===== src/rtl/aclk_timebase_gen_pkg.sv =====
// Shared constants and width helper for the alarm-clock timebase.
// Latency: n/a (package only).
// Backpressure: n/a (package only).
package aclk_pkg;

    localparam int ACLK_CLKS_PER_SEC  = 256;
    localparam int ACLK_SECS_PER_MIN  = 60;
    localparam int ACLK_MINS_PER_HOUR = 60;

    // Counter width for a modulus n; never less than one bit.
    function automatic int cnt_w(input int n);
        return (n <= 2) ? 1 : $clog2(n);
    endfunction

endpackage


===== src/rtl/aclk_timebase_gen_if.sv =====
// Control and status bundle between the timebase and its consumers.
// Latency: n/a (wires only).
// Backpressure: none; strobes are fire-and-forget single-cycle pulses.
interface aclk_timebase_gen_if
    import aclk_pkg::*;
#(
    parameter int SEC_W = cnt_w(ACLK_SECS_PER_MIN),
    parameter int MIN_W = cnt_w(ACLK_MINS_PER_HOUR)
);
    logic             reset_count;
    logic             enable;
    logic             fast_watch;
    logic             one_second;
    logic             one_minute;
    logic             one_hour;
    logic [SEC_W-1:0] sec_count;
    logic [MIN_W-1:0] min_count;

    // Consumer / controller side: drives the controls, observes the timebase.
    modport master (
        output reset_count, enable, fast_watch,
        input  one_second, one_minute, one_hour, sec_count, min_count
    );

    // Timebase side.
    modport slave (
        input  reset_count, enable, fast_watch,
        output one_second, one_minute, one_hour, sec_count, min_count
    );
endinterface


===== src/rtl/aclk_timebase_gen_mod_counter.sv =====
// Modulo counter 0..last with enable, sync clear and a registered wrap strobe.
// Latency: count and strobe update on the enabled edge; strobe is high the cycle after.
// Backpressure: none; a disabled edge drops the strobe and holds the count.
module aclk_mod_counter #(
    parameter int W = 8
) (
    input  logic         clk,
    input  logic         reset,
    input  logic         clr,        // synchronous clear, beats en
    input  logic         en,         // advance on this edge
    input  logic         stb_force,  // strobe on this step even without a wrap
    input  logic [W-1:0] last,       // terminal count (modulus - 1)
    output logic [W-1:0] count,
    output logic         stb
);

    logic at_last;

    // >= rather than == so a shrinking terminal count can never strand the counter.
    assign at_last = (count >= last);

    // Count, wrap to zero at the terminal value, pulse stb on wrap or forced step.
    always_ff @(posedge clk or posedge reset) begin
        if (reset) begin
            count <= '0;
            stb   <= 1'b0;
        end else if (clr) begin
            count <= '0;
            stb   <= 1'b0;
        end else begin
            stb <= en && (at_last || stb_force);
            if (en) begin
                count <= at_last ? '0 : count + 1'b1;
            end
        end
    end

endmodule


===== src/rtl/aclk_timebase_gen.sv =====
// Alarm-clock timebase: second/minute/hour strobes plus running sec/min counts.
// Latency: all outputs registered; first one_second CLKS_PER_SEC cycles after reset.
// Backpressure: none; enable=0 freezes counts and drops strobes. Option: ACLK_TIMEBASE_TRIM_EN.
module aclk_timebase_gen
    import aclk_pkg::*;
#(
    parameter int CLKS_PER_SEC  = ACLK_CLKS_PER_SEC,
    parameter int SECS_PER_MIN  = ACLK_SECS_PER_MIN,
    parameter int MINS_PER_HOUR = ACLK_MINS_PER_HOUR
`ifdef ACLK_TIMEBASE_TRIM_EN
    ,
    parameter int TRIM_W        = 4
`endif
) (
    input logic                     clk,
    input logic                     reset,
`ifdef ACLK_TIMEBASE_TRIM_EN
    input logic signed [TRIM_W-1:0] trim,
`endif
    aclk_timebase_gen_if.slave      bus
);

    localparam int SEC_W = cnt_w(SECS_PER_MIN);
    localparam int MIN_W = cnt_w(MINS_PER_HOUR);
`ifdef ACLK_TIMEBASE_TRIM_EN
    // One spare bit so a positively trimmed second still fits.
    localparam int PRE_W = cnt_w(CLKS_PER_SEC) + 1;
`else
    localparam int PRE_W = cnt_w(CLKS_PER_SEC);
`endif

    localparam logic [SEC_W-1:0] SEC_LAST = SEC_W'(SECS_PER_MIN - 1);
    localparam logic [MIN_W-1:0] MIN_LAST = MIN_W'(MINS_PER_HOUR - 1);
    localparam logic [PRE_W-1:0] PRE_DFLT = PRE_W'(CLKS_PER_SEC - 1);

    logic [PRE_W-1:0] pre_count;
    logic [PRE_W-1:0] pre_last;
    logic             sec_tick;
    logic             min_event;

    // A second tick is the enabled prescaler wrap edge.
    assign sec_tick  = bus.enable && (pre_count >= pre_last);
    // Minute event: seconds wrap in normal mode, every second tick in fast mode.
    assign min_event = sec_tick && ((bus.sec_count >= SEC_LAST) || bus.fast_watch);

`ifdef ACLK_TIMEBASE_TRIM_EN
    int trim_period;

    // Length of the next second: nominal plus signed trim, never shorter than 2.
    always_comb begin
        trim_period = CLKS_PER_SEC + int'(trim);
        if (trim_period < 2) begin
            trim_period = 2;
        end
    end

    // Latch the trimmed terminal count at each prescaler wrap.
    always_ff @(posedge clk or posedge reset) begin
        if (reset) begin
            pre_last <= PRE_DFLT;
        end else if (bus.reset_count) begin
            pre_last <= PRE_DFLT;
        end else if (sec_tick) begin
            pre_last <= PRE_W'(trim_period - 1);
        end
    end
`else
    assign pre_last = PRE_DFLT;
`endif

    // Prescaler: its wrap strobe is one_second.
    aclk_mod_counter #(.W(PRE_W)) u_pre (
        .clk       (clk),
        .reset     (reset),
        .clr       (bus.reset_count),
        .en        (bus.enable),
        .stb_force (1'b0),
        .last      (pre_last),
        .count     (pre_count),
        .stb       (bus.one_second)
    );

    // Seconds: forcing the strobe in fast mode turns its wrap strobe into one_minute.
    aclk_mod_counter #(.W(SEC_W)) u_sec (
        .clk       (clk),
        .reset     (reset),
        .clr       (bus.reset_count),
        .en        (sec_tick),
        .stb_force (bus.fast_watch),
        .last      (SEC_LAST),
        .count     (bus.sec_count),
        .stb       (bus.one_minute)
    );

    // Minutes: advances on each minute event; its wrap strobe is one_hour.
    aclk_mod_counter #(.W(MIN_W)) u_min (
        .clk       (clk),
        .reset     (reset),
        .clr       (bus.reset_count),
        .en        (min_event),
        .stb_force (1'b0),
        .last      (MIN_LAST),
        .count     (bus.min_count),
        .stb       (bus.one_hour)
    );

endmodule

===== src/flat_wrapper.sv =====
// flat-port wrapper written by rule: the top's interface ports become plain ports
module aclk_timebase_gen_flat import aclk_pkg::*;
#(
    parameter int CLKS_PER_SEC  = ACLK_CLKS_PER_SEC,
    parameter int SECS_PER_MIN  = ACLK_SECS_PER_MIN,
    parameter int MINS_PER_HOUR = ACLK_MINS_PER_HOUR

)
  (clk, reset, bus_reset_count, bus_enable, bus_fast_watch, bus_one_second, bus_one_minute, bus_one_hour, bus_sec_count, bus_min_count);
  aclk_timebase_gen_if bus_i ();
  input logic clk;
  input logic reset;
  input wire logic [$bits(bus_i.reset_count)-1:0] bus_reset_count;
  input wire logic [$bits(bus_i.enable)-1:0] bus_enable;
  input wire logic [$bits(bus_i.fast_watch)-1:0] bus_fast_watch;
  output wire logic [$bits(bus_i.one_second)-1:0] bus_one_second;
  output wire logic [$bits(bus_i.one_minute)-1:0] bus_one_minute;
  output wire logic [$bits(bus_i.one_hour)-1:0] bus_one_hour;
  output wire logic [$bits(bus_i.sec_count)-1:0] bus_sec_count;
  output wire logic [$bits(bus_i.min_count)-1:0] bus_min_count;
  assign bus_i.reset_count = bus_reset_count;
  assign bus_i.enable = bus_enable;
  assign bus_i.fast_watch = bus_fast_watch;
  assign bus_one_second = bus_i.one_second;
  assign bus_one_minute = bus_i.one_minute;
  assign bus_one_hour = bus_i.one_hour;
  assign bus_sec_count = bus_i.sec_count;
  assign bus_min_count = bus_i.min_count;
  aclk_timebase_gen #(.CLKS_PER_SEC(CLKS_PER_SEC), .SECS_PER_MIN(SECS_PER_MIN), .MINS_PER_HOUR(MINS_PER_HOUR)) u_core (.clk(clk), .reset(reset), .bus(bus_i));
endmodule

===== config.mk =====
export PLATFORM = sky130hd
export DESIGN_NAME = aclk_timebase_gen_flat
export DESIGN_NICKNAME = d
export VERILOG_FILES = /design/src/rtl/aclk_timebase_gen_pkg.sv /design/src/rtl/aclk_timebase_gen_if.sv /design/src/rtl/aclk_timebase_gen_mod_counter.sv /design/src/rtl/aclk_timebase_gen.sv /design/src/flat_wrapper.sv
export SDC_FILE = /design/constraint.sdc
export NUM_CORES = 1
export LEC_CHECK = 0
export CAP_MARGIN = 40
export CORE_UTILIZATION = 51
export CTS_CLUSTER_DIAMETER = 60
export DETAILED_ROUTE_END_ITERATION = 10
export GPL_TIMING_DRIVEN = 0
export PLACE_DENSITY_LB_ADDON = 0.3
export REMOVE_ABC_BUFFERS = 1
export SLEW_MARGIN = 15
export SYNTH_ARGS = -nofsm -noshare
export SYNTH_HDL_FRONTEND = slang
export SYNTH_SLANG_ARGS = --single-unit

===== constraint.sdc =====
create_clock -name clk -period 2.3 [get_ports clk]
set_clock_uncertainty 0.2 [all_clocks]
set_input_delay 0.46 -clock clk [delete_from_list [all_inputs] [get_ports clk]]
set_output_delay 0.46 -clock clk [all_outputs]
set_load 0.02 [all_outputs]

==> flow_summary.yaml <==
status:
  run_status: "finished clean"
synth:
  ys_types: 38
  synth_enable_flop_cells: 0
  yosysWarnings: 0
  synthCells: 114
  syn_avg_cell_area_um2: 10.2
  synth_flop_cell: "sky130_fd_sc_hd__dfrtp_1"
  async_flop_share_pct: 100
  synth.cell_area_um2: 1170
  ys_seq_area_share_pct: 49.4
  postSynthRegisterBits: 23
clock_tree:
  htreeDepth: 1
  worstSkewPairLatency_ns: 0.31
  worst_path_clk_slew_ns: 0.13
  tritoncts_clock_tree: "done"
  holdBufCountCts: 0
  cts-root-buf: "sky130_fd_sc_hd__clkbuf_4"
  ctsLongestPathBuffers: 2
  numCtsBuffers: 3
  cts_num_sinks: 23
pwr:
  power_leakage_nw: 0.666
  cellPowerDensity_nw_per_um2: 440
  design_power_total_mw: 0.638
  max-vdd-ir-drop_mv: 0.378
setup_path:
  cp_data_arrival_time_ns: 1.49
  cp-start-kind: "flip-flop"
  worst_setup_path_end_kind: "primary output"
  cp_slowest_stage_delay_ns: 0.66
  bufs_and_invs_on_worst_path: 1
  crit_path_class: "flip-flop to primary output"
  cp.required_ns: 1.64
  cpLargestDelayFamily: "buffers and inverters"
  cp_cell_sequence: "clkdlybuf4s50_1"
  crit_path_max_fanout: 9
  cpMaxStageDelayCell: "sky130_fd_sc_hd__clkdlybuf4s50_1"
timing:
  slew_viol_final: 0
  worst_slew_margin_rel_pct: 64.1
  timing.final.ws_setup_ns: 0.154
  fmax_mhz: 466
  post_layout_minimum_cycle_time_ns: 2.15
  setup_viol: 0
  part_of_the_cycle_the_worst_path_needs_pct: 93.3
  holdWs_ns: 0.157
  grt_setup_unrepaired: "false"
  timing_hold_violations_final: 0
  worst-slew-pin-transition_ns: 0.534
  setup-tns-final_ns: 0
routing:
  wl_per_cell_um: 13.5
  drtPass1Iterations: 4
  vias: 974
  antenna_violating_nets_post_route: 0
  routed_wirelength_mm: 2.20
  post-route-drc-count: 0
  drtIter0Drc: 23
  post_drt_via_cell_ratio: 5.98
finish:
  finish.utilization_pct: 70.3
  n_antenna_cell: 0
  layout.cells.most_common: "sky130_fd_sc_hd__dfrtp_1"
  finish.cell_count_without_fillers: 163
  mostFrequentLayoutCells: "23 x sky130_fd_sc_hd__dfrtp_1, 18 x sky130_fd_sc_hd__clkdlybuf4s50_1, 13 x sky130_fd_sc_hd__nor2_1"
  layout.cell_area.non_filler_um2: 1450
  drive_gt1_share_pct: 8.82
  design.final.nets: 145
  synthToLayoutAreaGrowth_pct: 24.2
min_path:
  min_path_type: "primary input to asynchronous set/reset pin"
floorplanning:
  initial_utilization_pct: 56.6
  die_width_um: 49.8
  core_um2: 2060
  pin_count: 20
  num_rows: 16
  die-height_um: 49.8
  die_area_um2: 2480
placed_design:
  postPlaceCellArea_um2: 1410
  place_hpwl_mm: 1.58
  io_buffers: 19
  gpl.final_weighted_congestion: 0.814
  placement.setup.worst_slack_ns: -0.384
  placedCellCount: 158
job:
  maxCapViolCount: 0
grt:
  wire_length_of_the_first_global_routing_pass_mm: 3.97
  grt_max_degree: 20
  groute.usage.overall_pct: 21.1
  grt_antenna_before_repair: 0
  first_global_vias: 906
  gr-total-overflow: 0
==> synthesized netlist by cell type (2+ instances only) <==
| cell type | number | area share (%) |
|---|---|---|
| sky130_fd_sc_hd__nor3_1 | 3 | 1.3 |
| sky130_fd_sc_hd__nand2_1 | 5 | 1.6 |
| sky130_fd_sc_hd__clkbuf_1 | 2 | 0.64 |
| sky130_fd_sc_hd__a31oi_1 | 3 | 1.6 |
| sky130_fd_sc_hd__o21ai_0 | 5 | 2.1 |
| sky130_fd_sc_hd__xor2_1 | 5 | 3.8 |
| sky130_fd_sc_hd__nand3_1 | 6 | 2.6 |
| sky130_fd_sc_hd__dfrtp_1 | 23 | 49 |
| sky130_fd_sc_hd__inv_1 | 4 | 1.3 |
| sky130_fd_sc_hd__o2111ai_1 | 3 | 2.3 |
| sky130_fd_sc_hd__or3_1 | 2 | 1.1 |
| sky130_fd_sc_hd__a21oi_1 | 8 | 3.4 |
| sky130_fd_sc_hd__ha_1 | 3 | 3.2 |
| sky130_fd_sc_hd__a22o_1 | 3 | 2.3 |
| sky130_fd_sc_hd__a211o_1 | 2 | 1.5 |
| sky130_fd_sc_hd__and3_1 | 2 | 1.1 |
| sky130_fd_sc_hd__nand4_1 | 2 | 1.1 |
| sky130_fd_sc_hd__nor2_1 | 13 | 4.2 |
==> power breakdown <==
group | switching [mW] | internal [mW]
Clock | 0.121 | 0.0650
Combinational | 0.0232 | 0.0172
Sequential | 0.00336 | 0.408
==> layout make-up <==
class	count	area [µm²]
repair buffers	21	228
fillers	153	613
multi-input cells	84	569
flip-flops and latches	23	576
clock buffers	3	22.5
clock inverters	1	5.00
inverters	4	15.0
well taps	27	33.8
==> sequential cells by signal (all words and copies together) (netlist names) <==
signal	cells
u_core.u_pre.stb	1
u_core.u_min.stb	1
u_core.u_pre.count	8
u_core.u_sec.stb	1
u_core.u_sec.count	6
u_core.u_min.count	6
==> routing by layer <==
layer | wire, µm | global-route usage (%)
met5 | 0 | 0
met4 | 24 | 8.57
met3 | 104 | 2.78
met2 | 1060 | 35.4
met1 | 1010 | 27.2
==> cell families (layout without fill, tap and decap cells) <==
group,after synthesis,after routing,synth area share (%)
AND/OR/NAND/NOR,43,43,20.8
AO/OA/AOI/OAI,30,30,17.9
flip-flops,23,23,49.4
buffers and inverters,7,29,2.36
XOR/XNOR,6,6,4.51
adder cells (fa/ha/maj),3,3,3.22
multiplexers,2,2,1.82
==> worst paths after layout <==
path	start	end	slack, ns	cells after the start
max reg2reg	u_core.u_sec.count[0]	u_core.u_sec.count[4]	0.20	5
max in group asynchronous	reset	u_core.u_sec.count[0]	1.37	3
min	reset	u_core.u_min.count[4]	0.16	2
min reg2reg	u_core.u_sec.count[0]	u_core.u_sec.count[0]	0.36	1
min in group clk	u_core.u_sec.count[0]	u_core.u_sec.count[0]	0.36	1
max	u_core.u_min.count[3]	bus_min_count[3]	0.15	1
==> timing repair <==
item | in CTS | in global routing
endpoints found under the setup margin | 2 | 6
resized for setup | 1 | 1
setup buffers | 0 | 1
pin swaps | 0 | 2
No activity file was read; power rests on OpenSTA's default activity.
